## src/rtl/key_entry_if.sv

```systemverilog
// Key-entry handshake bundle: switch input, presented key, downstream verdict and
// limiter status. slave = conditioner side, master = switch/downstream side.
interface key_entry_if;
  logic       ena;
  logic [7:0] sw_in;
  logic [7:0] key_out;
  logic       key_valid;
  logic       key_ready;
  logic       auth_done;
  logic       auth_pass;
  logic       locked_out;
  logic [3:0] fail_count;

  modport master (
    output ena, sw_in, key_ready, auth_done, auth_pass,
    input  key_out, key_valid, locked_out, fail_count
  );

  modport slave (
    input  ena, sw_in, key_ready, auth_done, auth_pass,
    output key_out, key_valid, locked_out, fail_count
  );
endinterface

```

## src/rtl/key_entry_conditioner.sv

```systemverilog
// Debounces DIP-switch keys, offers them downstream and limits consecutive rejections.
// Define KEY_PERMALOCK_EN to make the lockout terminal (exit only via rst_n).
//
// state    | meaning
// IDLE     | waiting for the switches to differ from the last accepted key
// SETTLE   | candidate must hold DEBOUNCE_CYCLES cycles
// PRESENT  | key_valid offered, waiting for key_ready
// AWAIT    | waiting for the downstream verdict
// COOLDOWN | attempt limiter active (timed, or terminal with KEY_PERMALOCK_EN)
module key_entry_conditioner #(
  parameter int DEBOUNCE_CYCLES = 1024,
  parameter int MAX_FAILS       = 3,
  parameter int COOLDOWN_CYCLES = 4096
) (
  input  logic        clk,
  input  logic        rst_n,
  key_entry_if.slave  bus
);

  typedef enum logic [2:0] {IDLE, SETTLE, PRESENT, AWAIT, COOLDOWN} state_t;

  localparam logic [19:0] DEB_TC   = 20'(DEBOUNCE_CYCLES - 1);
  localparam logic [3:0]  FAIL_MAX = 4'(MAX_FAILS);
`ifdef KEY_PERMALOCK_EN
`else
  localparam logic [19:0] COOL_LOAD = 20'(COOLDOWN_CYCLES - 1);
`endif

  state_t      state, state_nxt;
  logic [7:0]  sync1, sample;
  logic [7:0]  candidate, cand_nxt;
  logic [7:0]  key_q, key_nxt;
  logic [7:0]  last_key, last_nxt;
  logic [19:0] cnt, cnt_nxt;
  logic [3:0]  fail_q, fail_nxt, fail_inc;

  always_ff @(posedge clk or negedge rst_n) begin
    if (!rst_n) state <= IDLE;
    else if (bus.ena) state <= state_nxt;
  end

  // ena low freezes every register, which also masks key_ready and auth_done
  always_ff @(posedge clk or negedge rst_n) begin
    if (!rst_n) begin
      sync1     <= '0;
      sample    <= '0;
      candidate <= '0;
      key_q     <= '0;
      last_key  <= '0;
      cnt       <= '0;
      fail_q    <= '0;
    end else if (bus.ena) begin
      sync1     <= bus.sw_in;
      sample    <= sync1;
      candidate <= cand_nxt;
      key_q     <= key_nxt;
      last_key  <= last_nxt;
      cnt       <= cnt_nxt;
      fail_q    <= fail_nxt;
    end
  end

  assign fail_inc = (fail_q < FAIL_MAX) ? fail_q + 4'd1 : fail_q;

  always_comb begin
    state_nxt = state;
    cand_nxt  = candidate;
    key_nxt   = key_q;
    last_nxt  = last_key;
    cnt_nxt   = cnt;
    fail_nxt  = fail_q;
    case (state)
      IDLE: begin
        if (sample != last_key) begin
          cand_nxt  = sample;
          cnt_nxt   = '0;
          state_nxt = SETTLE;
        end
      end
      SETTLE: begin
        if (sample != candidate) begin
          cand_nxt = sample;
          cnt_nxt  = '0;
        end else if (cnt == DEB_TC) begin
          key_nxt   = candidate;
          cnt_nxt   = '0;
          state_nxt = PRESENT;
        end else begin
          cnt_nxt = cnt + 20'd1;
        end
      end
      PRESENT: begin
        if (bus.key_ready) begin
          last_nxt  = key_q;
          state_nxt = AWAIT;
        end
      end
      AWAIT: begin
        if (bus.auth_done) begin
          if (bus.auth_pass) begin
            fail_nxt  = '0;
            state_nxt = IDLE;
          end else begin
            fail_nxt = fail_inc;
            if (fail_inc == FAIL_MAX) begin
              state_nxt = COOLDOWN;
`ifdef KEY_PERMALOCK_EN
              cnt_nxt = '0;
`else
              cnt_nxt = COOL_LOAD;
`endif
            end else begin
              state_nxt = IDLE;
            end
          end
        end
      end
      COOLDOWN: begin
`ifdef KEY_PERMALOCK_EN
        state_nxt = COOLDOWN;
`else
        if (cnt == '0) begin
          fail_nxt  = '0;
          state_nxt = IDLE;
        end else begin
          cnt_nxt = cnt - 20'd1;
        end
`endif
      end
      default: state_nxt = IDLE;
    endcase
  end

  assign bus.key_out    = key_q;
  assign bus.key_valid  = (state == PRESENT) && bus.ena;
  assign bus.locked_out = (state == COOLDOWN);
  assign bus.fail_count = fail_q;

endmodule

```

## src/flat_wrapper.sv

```systemverilog
// flat-port wrapper written by rule: the top's interface ports become plain ports
module key_entry_conditioner_flat 
#(
  parameter int DEBOUNCE_CYCLES = 1024,
  parameter int MAX_FAILS       = 3,
  parameter int COOLDOWN_CYCLES = 4096
)
  (clk, rst_n, bus_ena, bus_sw_in, bus_key_ready, bus_auth_done, bus_auth_pass, bus_key_out, bus_key_valid, bus_locked_out, bus_fail_count);
  key_entry_if bus_i ();
  input  logic clk;
  input  logic rst_n;
  input wire logic [$bits(bus_i.ena)-1:0] bus_ena;
  input wire logic [$bits(bus_i.sw_in)-1:0] bus_sw_in;
  input wire logic [$bits(bus_i.key_ready)-1:0] bus_key_ready;
  input wire logic [$bits(bus_i.auth_done)-1:0] bus_auth_done;
  input wire logic [$bits(bus_i.auth_pass)-1:0] bus_auth_pass;
  output wire logic [$bits(bus_i.key_out)-1:0] bus_key_out;
  output wire logic [$bits(bus_i.key_valid)-1:0] bus_key_valid;
  output wire logic [$bits(bus_i.locked_out)-1:0] bus_locked_out;
  output wire logic [$bits(bus_i.fail_count)-1:0] bus_fail_count;
  assign bus_i.ena = bus_ena;
  assign bus_i.sw_in = bus_sw_in;
  assign bus_i.key_ready = bus_key_ready;
  assign bus_i.auth_done = bus_auth_done;
  assign bus_i.auth_pass = bus_auth_pass;
  assign bus_key_out = bus_i.key_out;
  assign bus_key_valid = bus_i.key_valid;
  assign bus_locked_out = bus_i.locked_out;
  assign bus_fail_count = bus_i.fail_count;
  key_entry_conditioner #(.DEBOUNCE_CYCLES(DEBOUNCE_CYCLES), .MAX_FAILS(MAX_FAILS), .COOLDOWN_CYCLES(COOLDOWN_CYCLES)) u_core (.clk(clk), .rst_n(rst_n), .bus(bus_i));
endmodule
```

## config.mk

```make
export PLATFORM = sky130hd
export DESIGN_NAME = key_entry_conditioner_flat
export DESIGN_NICKNAME = d
export VERILOG_FILES = /design/src/rtl/key_entry_if.sv /design/src/rtl/key_entry_conditioner.sv /design/src/flat_wrapper.sv
export SDC_FILE = /design/constraint.sdc
export NUM_CORES = 1
export LEC_CHECK = 0
export BUFFER_PORTS_ARGS = -buffer_cell sky130_fd_sc_hd__buf_4
export CORE_AREA = 4 4 84 125
export DETAILED_ROUTE_END_ITERATION = 12
export DIE_AREA = 0 0 88 129
export HOLD_SLACK_MARGIN = 0.06
export SETUP_SLACK_MARGIN = 0.4
export SLEW_MARGIN = 10
export SYNTH_ARGS = -nofsm -noshare
export SYNTH_HDL_FRONTEND = slang
export SYNTH_SLANG_ARGS = --single-unit
```

## constraint.sdc

```tcl
create_clock -name clk -period 3.1 [get_ports clk]
set_input_delay 0.31 -clock clk [delete_from_list [all_inputs] [get_ports clk]]
set_output_delay 0.31 -clock clk [all_outputs]
set_load 0.05 [all_outputs]
```

# [Word-level counts from Yosys, hierarchy flattened]
# Cells that the tools add are included.
[op_classes] order_cmp=1 eq_ne=18 bitwise=1 addsub=3 n_reduce_logical=12 muxes=25
[op_table] operator="20-bit 2-to-1 mux" count=7
[op_table] operator="20-bit case mux with 4 select lines" count=1
[op_table] operator="3-bit 2-to-1 mux" count=8
[op_table] operator="20-bit by 1-bit adder with 20-bit output (second input constant)" count=1
[op_table] operator="20-bit by 10-bit == test with 1-bit output (second input constant)" count=1
[op_table] operator="20-bit logical NOT" count=1
[op_table] operator="20-bit by 1-bit subtractor with 20-bit output (second input constant)" count=1
[op_table] operator="4-bit 2-to-1 mux" count=4
[op_table] operator="8-bit 2-to-1 mux" count=2
[op_table] operator="8-bit inequality test" count=2
[op_table] operator="8-bit case mux with 2 select lines" count=1
[op_table] operator="3-bit case mux with 5 select lines" count=1
[op_table] operator="7-bit AND reduction" count=2
[op_table] operator="4-bit AND reduction" count=3
[op_table] operator="2-bit by 1-bit inequality test with 1-bit output (second input constant)" count=5
[op_table] operator="2-bit inequality test (second input constant)" count=5
[op_table] operator="4-bit case mux with 2 select lines" count=1
[op_table] operator="3-bit by 2-bit == test with 1-bit output (second input constant)" count=2
[op_table] operator="4-bit by 1-bit adder with 4-bit output (second input constant)" count=1
[op_table] operator="4-bit by 2-bit == test with 1-bit output (second input constant)" count=1
[op_table] operator="4-bit by 2-bit less-than comparator with 1-bit output (second input constant)" count=1
[op_table] operator="2-bit nonzero test" count=2
[op_table] operator="4-bit nonzero test" count=1
[op_table] operator="3-bit by 1-bit == test with 1-bit output (second input constant)" count=1
[op_table] operator="other kinds (5)" count=5
[totals] elab_cells=68 regBits=67

# [Logic depth before layout (Yosys ltp)]
[depth] depth_word=7 depth_mapped=10 depth_no_buf=8

# [Worst setup path after synthesis]
# OpenSTA, ideal clock, no wires.
[synth_timing] kind="reg-to-reg" start="register u_core.fail_q[0] (netlist: u_core.bus.fail_count[0])" end="register u_core.cnt[12]" path_stages_with_launch=8 path_buffers=1 t_arrival_ps=2163 slack_ps=811 cell_sequence="dfrtp_1 > ha_1 > nor3b_1 > o21ai_0 > o21ai_0 > nand4bb_4 > buf_6 > a221o_1"
[synth_between] elab_chain_cells=5 elab_cells_between_ends=6 classes_between="1 x add/sub; 1 x order compare; 2 x eq/ne; 1 x mux; 1 x reduce/logical"
[synth_lines] item="start, declared" line="key_entry_conditioner.sv:35" rtl="logic [3:0] fail_q, fail_nxt, fail_inc;"
[synth_lines] item="start signal, assigned" line="key_entry_conditioner.sv:59" rtl="fail_q <= fail_nxt;"
[synth_lines] item="4-bit by 1-bit adder with 4-bit output / 4-bit by 2-bit less-than comparator with 1-bit output (equally long branches)" line="key_entry_conditioner.sv:63" rtl="assign fail_inc = (fail_q < FAIL_MAX) ? fail_q + 4'd1 : fail_q;"
[synth_lines] item="4-bit 2-to-1 mux *" line="key_entry_conditioner.sv:63"
[synth_lines] item="4-bit by 2-bit == test with 1-bit output *" line="key_entry_conditioner.sv:105" rtl="if (fail_inc == FAIL_MAX) begin"
[synth_lines] item="2-bit by 1-bit inequality test with 1-bit output (no line) *"
[synth_lines] item="7-bit AND reduction (no line) *"
[synth_lines] item="end signal, assigned" line="key_entry_conditioner.sv:58" rtl="cnt <= cnt_nxt;"
[synth_lines] item="end, declared" line="key_entry_conditioner.sv:34" rtl="logic [19:0] cnt, cnt_nxt;"
# Mark *: on every way between the ends. The rest lies on a longest branch, timed or not.
# A chain may end at the register's enable or synchronous reset.

# [Worst setup path in the final report]
[layout_timing] start="register u_core.cnt[0]" end="register u_core.state[0]"
[layout_between] elab_chain_cells=3 elab_cells_between_ends=5 classes_between="3 x eq/ne; 2 x reduce/logical"
[layout_lines] item="20-bit by 10-bit == test with 1-bit output / 20-bit logical NOT (equally long branches)" line="key_entry_conditioner.sv:84, key_entry_conditioner.sv:122"
[layout_lines] item="2-bit by 1-bit inequality test with 1-bit output (no line)"
[layout_lines] item="7-bit AND reduction (no line) *"
[layout_lines] item="end signal, assigned" line="key_entry_conditioner.sv:39" rtl="else if (bus.ena) state <= state_nxt;"
[layout_lines] item="end, declared" line="key_entry_conditioner.sv:29" rtl="state_t state, state_nxt;"
# Marks and branches as above.

==> impl_results.md <==
- TritonCTS clock tree: done
- Synth cell types: 63
- Tcrit/Tclk final: ~81%
- Syn Area/Cell: about 10 um^2
- Most frequent cells in the layout: dfrtp_1, mux2_2, buf_4, nand3_1, nand2_1
- Min Clock Period, post-route: 2.50 ns
- Combinational share of power: between 30 and 40%
- Initial antenna violation count: 0
- Die height: ~130 um
- GRT overflow: 0
- Synth area leaders: dfrtp_1, mux2_2, nand3_1
- Setup crit start kind: flip-flop
- Area Overhead vs Synth: 13.4%
- Postcts setup bufs: 0
- Via-to-Cell Ratio: between 5 and 6
- Critical path's slowest cell: dfrtp_1
- DR WL/cell: approximately 18 um
- Final cell count without fillers: 540
- Area leader, netlist: dfrtp_1
- Area of the core: about 9300 um^2
- Worst path arrival time: 2.72 ns
- Largest net degree at the start of global routing: 68
- Worst hold margin: slightly below 0.07 ns
- CTS sink cnt: 67
- Final ANT Viol Nets: 0
- Placed standard-cell area: roughly 4300 um^2
- Port bufs: 27
- Gate Count Post-Synth: 408
- Nets: about 440
- CTS Buf Count: 9
- Switch share: between 40% and 50%
- GRT Total Usage: around 18%
- Outcome: completed
- Post_cts resized: 0
- Ant diodes: 0
- Synth async-reset ratio: 100%
- Die area: between 10,000 and 15,000 um^2
- Synth Net Count: between 400 and 500
- GP Congestion: ~0.90
- Post-Route WL: between 9 and 10 mm
- Number of max-cap violations: 0
- Worst-skew pair later-pin latency: roughly 0.34 ns
- Clock Path Buffers: 2
- Seq pwr share: between 30% and 40%
- Fin. Hold Viols: 0
- Initial Utilization: 44.4%
- Finish-stage setup viols: 0
- Post-route setup TNS: 0 ns
- Critical path data required time: between 3 and 4 ns
- Vias in the first global route: ~3,200
- GRT met3 Usage: under 10%
- Yosys reg bits: 67
- Fin util: between 50% and 60%
- Met1 GRT Util: between 20% and 30%
- Synthesized area: about 4100 um^2
- Met2 usage: 33.0%
- Ys flop type: dfrtp_1
- YS warnings: 0
- Post-route DRC: 0
- Dpl hpwl: 6.88 mm
- Clock Power Share: between 20% and 30%
- Fmax: roughly 400 MHz
- First-pass GRT wire length: ~16 mm
- Pwr/cell area: just under 900 nW/um^2
- Switching power: 0.00168 W
- Root buf cell: clkbuf_16
- Num rows: between 40 and 50
- Commonest non-fill, non-tap cell in the layout: dfrtp_1
- Internal: 0.00248 W
- Crit end category: flip-flop
- Clock-pin slew on the worst setup and hold paths: 0.06 ns
- Worst path max stage delay: between 0.4 and 0.5 ns
- EDFF count, synth: 0
- CTS H-tree lvls: 3
- TritonRoute pass-1 iters: 4
- Slew Viols, Final: 0
- Maximum VDD drop: roughly 420 uV
- Placed cell count: ~520
- CP dominant cell by count: nor3_4
- Initial DRC count: about 180
- Die W: 88 um
- Rel. slew slack: approximately 43%
- Sequential share of the synthesized area: 40.6%
- Vias: 3,238
- Hold Crit Class: input port to async pin
- Crit path kind: flip-flop to flip-flop
- RSZ-0062 raised after global routing: false
- Fillers: 860
- Share of the synthesized area in the top cell type: between 40% and 50%
- Slew @ Worst Pin: roughly 0.86 ns
- Layout cells sized above 1: roughly a quarter
- GR peak layer: met2
- CP cell instances: ha_1 -> nand3_2 -> or2_0 -> nor3_4 -> a21boi_1 -> nor3_4 -> mux2_1
- Leakage: approximately 2.0 nW
- CTS Hold Buffers Added: 0
- I/O pins: 28
- CP Max Fanout: 8
- Finished Cell Area: roughly 4700 um^2
- Clk_skew: ~0.0053 ns
-- cell usage after synthesis, drive strengths merged, types with 5 or more instances --
library cell and number:
clkbuf 6, nor4 16, nand2 25, mux2 42
nor2 26, o21ai 28, and3 7, o211ai 6
xor2 13, nor3 22, a21oi 12, xnor2 15
nand4 9, nand3 31, o31ai 5, dfrtp 67
buf 20, inv 9
-- cell type report --
class | count | area (um^2) | area share (%)
clock inverter | 6 | 113 | 2.40
tap | 112 | 140 | 2.99
sequential | 67 | 1680 | 35.8
timing repair buffer | 30 | 225 | 4.80
inverter | 9 | 33.8 | 0.721
multi-input combinational | 306 | 2270 | 48.4
clock buffer | 10 | 229 | 4.88
-- flip-flops by register name, summed over array words and instances (netlist names) --
register / count
u_core.sync1: 8
u_core.sample: 8
u_core.candidate: 8
u_core.state: 3
u_core.bus.key_out: 8
u_core.last_key: 8
u_core.cnt: 20
u_core.bus.fail_count: 4
-- worst paths after layout --
check	startpoint	to	slack, ns	depth (start not counted)
max in group asynchronous	rst_n	u_core.cnt[4]	2.45	1
min in group clk	bus_sw_in[1]	u_core.sync1[1]	0.20	2
hold reg to reg	u_core.sync1[7]	u_core.sync1[7]	0.50	1
hold / removal	rst_n	u_core.cnt[9]	0.07	1
setup / recovery	u_core.cnt[0]	u_core.state[0]	0.60	7
setup reg to reg	u_core.cnt[0]	u_core.state[0]	0.60	7
-- worst max-delay path: cells and delay by family (launching register included) --
kind | cells | cell delay [ns]
AOI/OAI and AO/OA | 1 | 0.15
DFF | 1 | 0.48
muxes | 1 | 0.35
and+or+nand+nor | 4 | 1.14
adders and majority gates | 1 | 0.25
-- per-layer routing --
| layer | wire [um] | part of all wire [%] | vias to the layer above |
|---|---|---|---|
| met2 | 5160 | 53 | 91 |
| met1 | 3850 | 40 | 1599 |
| li1 | - | - | 1528 |
| met4 | 276 | 2.8 | 0 |
| met5 | 0 | 0 | - |
| met3 | 432 | 4.4 | 20 |
-- power by group through the flow --
stage          clock [W]  sequential (W)  combinational, W
3_3_place_gp           0         0.00141           0.00155
4_1_cts          0.00120         0.00141           0.00157
2_1_floorplan          0         0.00123           0.00144
5_1_grt          0.00124         0.00146           0.00173
6_report         0.00118         0.00142           0.00156
3_5_place_dp           0         0.00143           0.00156
-- cells by family (layout without fill, tap and decap cells) --
kind of cell,count (synthesis),count (layout),synth area share (%)
buffers and inverters,35,55,4.48
XOR/XNOR,28,28,5.93
AND/OR/NAND/NOR,161,161,24.7
AO/OA/AOI/OAI,71,71,11.6
flip-flops,67,67,40.6
adder cells (fa/ha/maj),4,4,1.21
multiplexers,42,42,11.4
-- through the flow --
stage	worst slack (ns)	total power, W
2_1_floorplan	0.811	0.00267
3_3_place_gp	0.712	0.00296
3_5_place_dp	0.609	0.00298
4_1_cts	0.594	0.00418
5_1_grt	0.443	0.00442
6_report	0.600	0.00416
Power figures use the tool's default switching activity.
